<file path="src/rtl/nes_bus_pkg.sv">
// Shared NES bus constants and the OAM DMA state encoding.
// Imported by the OAM DMA engine and any block decoding the bus.
package nes_bus_pkg;

   localparam logic [15:0] OAMDMA_ADDR  = 16'h4014;
   localparam logic [15:0] OAMDATA_ADDR = 16'h2004;

   typedef enum logic [2:0] {
      IDLE,
      HALT,
      ALIGN,
      READ,
      WRITE
   } dma_state_t;

endpackage

</file>
<file path="src/rtl/oam_dma.sv">
// OAM DMA engine: a CPU write to $4014 halts the CPU and copies one
// 256-byte page to OAMDATA ($2004) as alternating read/write bus cycles.
// Ports:
//   clock, reset          - system clock, synchronous active-high reset
//   cpu_addr/rw/data_out  - CPU bus request (rw: 1 = read)
//   mem_data              - memory read data for the previous address cycle
//   bus_addr/rw/data      - muxed bus toward memory
//   rdy                   - CPU ready (0 halts the CPU)
//   dma_active            - high whenever the engine is not idle
module oam_dma
   import nes_bus_pkg::*;
(
   input  logic        clock,
   input  logic        reset,
   input  logic [15:0] cpu_addr,
   input  logic        cpu_rw,
   input  logic [7:0]  cpu_data_out,
   input  logic [7:0]  mem_data,
   output logic [15:0] bus_addr,
   output logic        bus_rw,
   output logic [7:0]  bus_data,
   output logic        rdy,
   output logic        dma_active
);

   dma_state_t state;
   logic       phase;
   logic [7:0] page;
   logic [7:0] index;
   logic [7:0] data;

   always_ff @(posedge clock) begin
      if (reset) begin
         state <= IDLE;
         phase <= 1'b0;
         page  <= 8'h00;
         index <= 8'h00;
         data  <= 8'h00;
      end else begin
         phase <= ~phase;
         unique case (state)
            IDLE: begin
               if (cpu_addr == OAMDMA_ADDR && !cpu_rw) begin
                  page  <= cpu_data_out;
                  index <= 8'h00;
                  state <= HALT;
               end
            end
            HALT: begin
               // Wait out CPU writes; the next phase is get when the
               // current phase is put, so reads always land on get.
               if (cpu_rw)
                  state <= phase ? READ : ALIGN;
            end
            ALIGN: state <= READ;
            READ: begin
               data  <= mem_data;
               state <= WRITE;
            end
            WRITE: begin
               if (index == 8'hFF) begin
                  state <= IDLE;
               end else begin
                  index <= index + 8'd1;
                  state <= READ;
               end
            end
            default: state <= IDLE;
         endcase
      end
   end

   always_comb begin
      bus_addr = cpu_addr;
      bus_rw   = cpu_rw;
      bus_data = data;
      rdy      = 1'b0;
      unique case (state)
         IDLE: begin
            bus_data = cpu_data_out;
            rdy      = 1'b1;
         end
         HALT: ;
         ALIGN: bus_rw = 1'b1;
         READ: begin
            bus_addr = {page, index};
            bus_rw   = 1'b1;
         end
         WRITE: begin
            bus_addr = OAMDATA_ADDR;
            bus_rw   = 1'b0;
         end
         default: rdy = 1'b1;
      endcase
   end

   assign dma_active = (state != IDLE);

endmodule

</file>
<file path="config.mk">
export PLATFORM = sky130hd
export DESIGN_NAME = oam_dma
export DESIGN_NICKNAME = d
export VERILOG_FILES = /design/src/rtl/nes_bus_pkg.sv /design/src/rtl/oam_dma.sv
export SDC_FILE = /design/constraint.sdc
export NUM_CORES = 1
export LEC_CHECK = 0
export ABC_AREA = 0
export ABC_CLOCK_PERIOD_IN_PS = 2100
export CORE_ASPECT_RATIO = 0.75
export CORE_UTILIZATION = 38
export CTS_BUF_LIST = sky130_fd_sc_hd__clkbuf_4 sky130_fd_sc_hd__clkbuf_8
export DETAILED_ROUTE_END_ITERATION = 16
export DONT_BUFFER_PORTS = 1
export PLACE_DENSITY_LB_ADDON = 0.1
export SLEW_MARGIN = 20
export SYNTH_ARGS = -nofsm -noshare
export SYNTH_HDL_FRONTEND = slang
export SYNTH_SLANG_ARGS = --single-unit
</file>
<file path="constraint.sdc">
create_clock -name clock -period 2.1 [get_ports clock]
set_input_delay 0.42 -clock clock [delete_from_list [all_inputs] [get_ports clock]]
set_output_delay 0.42 -clock clock [all_outputs]
set_load 0.05 [all_outputs]
</file>
# Yosys cells after proc, flatten, opt, wreduce, memory -nomap -nowiden
# Index checks and enable logic that the tools add are counted.
# word_totals
word_cells	38
regBits	28
out_inout_bits	27
input_bits	35
# op_classes
reduce_logical	10
n_addsub	1
n_mux	12
n_eq_ne	9
bitwise	1
# ops
cell	n
16-bit one-hot mux with 2 select lines	1
8-bit 2-to-1 mux	3
16-bit by 15-bit equality test with 1-bit output (second input constant)	1
8-bit one-hot mux with 2 select lines	1
3-bit one-hot mux with 5 select lines	1
8-bit by 1-bit adder with 8-bit output (second input constant)	1
8-bit equality test (second input constant)	1
3-bit by 2-bit equality test with 1-bit output (second input constant)	2
3-bit 2-to-1 mux	2
2-bit != test (second input constant)	3
2-bit AND reduction	2
4-bit OR reduction	1
3-bit by 1-bit equality test with 1-bit output (second input constant)	1
3-bit equality test (second input constant)	1
3-bit zero test	1
3-bit AND reduction	1
3-bit nonzero test	1
1-bit 2-to-1 mux	2
2-bit 2-to-1 mux	1
1-bit one-hot mux with 2 select lines	1
2-bit nonzero test	1
2-bit OR reduction	1
1-bit logical AND	1
1-bit zero test	1
1-bit NOT	1

# Longest topological paths before layout
# depth
ltp_word	4
ltp_mapped	6
mapped_depth_nobuf	5

# Least setup slack after synthesis
# No wires, ideal clock.
# synth_path
path_kind	register to output
start	register state[1]
end	output port bus_addr[13]
n_path_buf	2
required_ns	1.680
path_slack_ns	-0.108
arrival_ns	1.788
stages_incl_launch_ff	7
cell_sequence	dfxtp_1 > buf_4 > nand2_1 > nor2_1 > clkbuf_1 > nor3_1 > nor2_1
# synth_between
elab_chain_len	2
elab_cells_between_ends	3
classes_between	eq/ne: 2; mux: 1
# synth_rtl
item	line_no	source
from (decl)	oam_dma.sv:26	dma_state_t state;
from (signal assigned)	oam_dma.sv:53	state <= phase ? READ : ALIGN;
3-bit equality test / 3-bit by 2-bit equality test with 1-bit output (equally long branches)	oam_dma.sv:78	unique case (state)
16-bit one-hot mux with 2 select lines (*)	oam_dma.sv:78	
to (decl)	oam_dma.sv:19	output logic [15:0] bus_addr,
# Every way passes the cells marked *; elsewhere a longest branch is shown, timed or not.

# Final worst setup path
# layout_path
start	register state[1]
end	output port bus_addr[14]
# The elaborated chain is that of the path after synthesis.

==> results.sh <==
export IMPL_worstReg2RegEnd="index[7]"
export IMPL_synth_area_per_cell_um2=7.40
export IMPL_clock_path_buffers=2
export IMPL_syn2layout_area_growth_pct=28.9
export IMPL_postSynthCellCount=215
export IMPL_antennaDiodeCount=0
export IMPL_antenna_found_initial=0
export IMPL_path_clk_slew_ns=0.10
export IMPL_synth_edf_count=0
export IMPL_synth_top_area_share_pct=35.2
export IMPL_post_route_util_pct=53.6
export IMPL_cp_max_fo=24
export IMPL_yosys_warnings=0
export IMPL_grt_usage_pct=21.2
export IMPL_rsz0062_at_grt="yes"
export IMPL_gp_congestion=0.839
export IMPL_drv_cap=0
export IMPL_yosysSeqAreaShare_pct=35.2
export IMPL_fin_tns_setup_ns=0
export IMPL_clock_root_buffer="clkbuf_8"
export IMPL_ys_ff_latch=28
export IMPL_path_class="reg2out"
export IMPL_drc=0
export IMPL_fp_dieArea_um2=4450
export IMPL_seqCellArea_um2=561
export IMPL_syn_nets=251
export IMPL_placed_cells=284
export IMPL_synth_area_leader_cell="dfxtp_1"
export IMPL_post_synth_top_count_cell="nand2_1"
export IMPL_hp_class="in2reg"
export IMPL_synthTopCellsByCount="46 x nand2_1, 28 x dfxtp_1, 21 x a21oi_1"
export IMPL_critical_path_arrival_ns=1.59
export IMPL_cts_setup_buffers=0
export IMPL_p_leak_nw=0.786
export IMPL_min_path_cells=1
export IMPL_cts_htree_levels=1
export IMPL_antenna_left=0
export IMPL_grt_pass1_wl_um=7420
export IMPL_core_um2=3830
export IMPL_ys_flop_type="dfxtp_1"
export IMPL_vias=1698
export IMPL_grt_max_degree=29
export IMPL_clock_latency_ns=0.27
export IMPL_grt_ovfl_total=0
export IMPL_hold_buffers=0
export IMPL_critPathMaxStageDelay_ns=0.41
export IMPL_clock_sinks=28
export IMPL_synthTopCellsByArea="dfxtp_1 35%, nand2_1 11%, a22o_1 7.7%"
export IMPL_wl_um=4680
export IMPL_syn_area_um2=1590
export IMPL_die_w_um=76.7
export IMPL_first_pass_iters=4
export IMPL_viasPerCell=5.90
export IMPL_reg2reg_setup_slack_ns=0.38
export IMPL_slew_viol_final=0
export IMPL_crit_chain="nand2_1, nor2_2, buf_12, a22o_1, buf_4"
export IMPL_setup_violations_final=0
export IMPL_slowest_stage="dfxtp_1"
export IMPL_hold_viol=0
export IMPL_portBuffers=0
export IMPL_routed_top_layer="met4"
export IMPL_wl_met1_um=2130
export IMPL_met3WireLength_um=416
export IMPL_fmax_ghz=0.498
export IMPL_cts_tree="built"
export IMPL_drive_gt1_share_pct=21.2
export IMPL_grt_pass1_vias=1486
export IMPL_rr_startpoint="state[0]"
export IMPL_status="finished, final reports clean"
export IMPL_ir_worst_vdd_v=0.000418
export IMPL_drtIter0Drc=104
export IMPL_post_dp_hpwl_um=3480
export IMPL_timing_final_crit_period_ns=2.01
export IMPL_cts_buffers=3
export IMPL_rows=19
export IMPL_startpoint_type="flip-flop"
export IMPL_wl_met2_um=2100
export IMPL_die_y_um=58.0
export IMPL_fin_skew_ns=0.00409
export IMPL_reg2reg_depth=7
export IMPL_min_period_over_period_pct=95.7
export IMPL_hold_path_end="phase"
export IMPL_required_ns=1.68
export IMPL_io_pins=62
export IMPL_cp_end_kind="output port"
export IMPL_tightest_slew_ns=0.418
export IMPL_wl_per_cell_um=16.2
export IMPL_final_nets=273
export IMPL_nFillCells=366
export IMPL_maxSlewHeadroom_pct=72.1
export IMPL_synth_async_reset_ratio_pct=0
export IMPL_final_cells=288
export IMPL_min_from="reset"
export IMPL_pwr_density_cell_nw_per_um2=522
export IMPL_multi_input_area_um2=952
export IMPL_yosys_cell_types_count=35
export IMPL_start_util_pct=41.6
worst max-delay path by stage:
stage,cells past startpoint,slack [ns],startpoint,endpoint
6_report,5,0.09,state[1],bus_addr[14]
5_1_grt,6,-0.04,state[1],bus_addr[13]
4_1_cts,5,-0.04,state[1],bus_addr[14]
3_5_place_dp,5,0.009,state[1],bus_addr[14]
3_3_place_gp,4,0.07,state[2],bus_addr[15]
2_1_floorplan,6,0.1,state[1],bus_addr[10]
state kept, by name, indices dropped and copies added (netlist names):
register,cells
data,8
index,8
page,8
phase,1
state,3
critical path: cells and delay by family, from the launching register on:
kind	cells	cell delay, ns
buffers and inverters	2	0.41
AND/OR/NAND/NOR	2	0.31
flip-flops	1	0.41
AO/OA/AOI/OAI	1	0.18
per-layer routing:
metal  GRT usage [%]  vias to the layer above
li1                -                      821
met1            29.6                      808
met2            32.3                       64
met3            6.61                        5
met4            4.12                        0
met5               0                        -
power breakdown:
group	switching (mW)	leakage (nW)	internal (mW)
Combinational	0.124	0.532	0.0791
Clock	0.167	0.0288	0.168
Sequential	0.000599	0.226	0.532
Total	0.292	0.786	0.779
cell type report:
| cell class | instances | area share, % |
|---|---|---|
| multi-input cells | 166 | 46.4 |
| flip-flops and latches | 28 | 27.3 |
| repair buffers | 37 | 20.2 |
| well taps | 52 | 3.17 |
| clock buffers | 4 | 2.68 |
| inverters | 1 | 0.183 |
kinds of logic after synthesis:
group,synth area share (%)
buffers and inverters,6.05
and+or+nand+nor,30.8
adders and majority gates,0.786
AOI/OAI and AO/OA,27.1
DFF,35.2
cells in the final DEF, fill, tap and decap left out, types with 4 or more instances in the layout:
cell type	n
nand4_1	11
o21ai_0	12
clkbuf_8	4
nor2_1	6
dfxtp_1	28
nand3_1	8
a31oi_1	6
o211ai_1	10
buf_4	26
a22o_1	14
a21oi_1	21
buf_12	11
nand2_1	46
through the flow:
step | instance area [µm²] | hold slack [ns] | setup WS, ns | power [mW]
final | 2050 | 0.197 | 0.0911 | 1.07
after global placement | 1970 | 0.400 | 0.0743 | 0.748
after detailed placement | 1970 | 0.406 | 0.00938 | 0.749
after CTS | 2030 | 0.192 | -0.0408 | 1.08
after global routing | 2050 | 0.184 | -0.0429 | 1.11
after floorplan | 1600 | 0.393 | 0.0967 | 0.676
timing repair:
| action | CTS | global route |
|---|---|---|
| setup endpoints to repair | 14 | 15 |
| resized for setup | 1 | 5 |
| pin swaps | 0 | 0 |
Power figures use the tool's default switching activity.
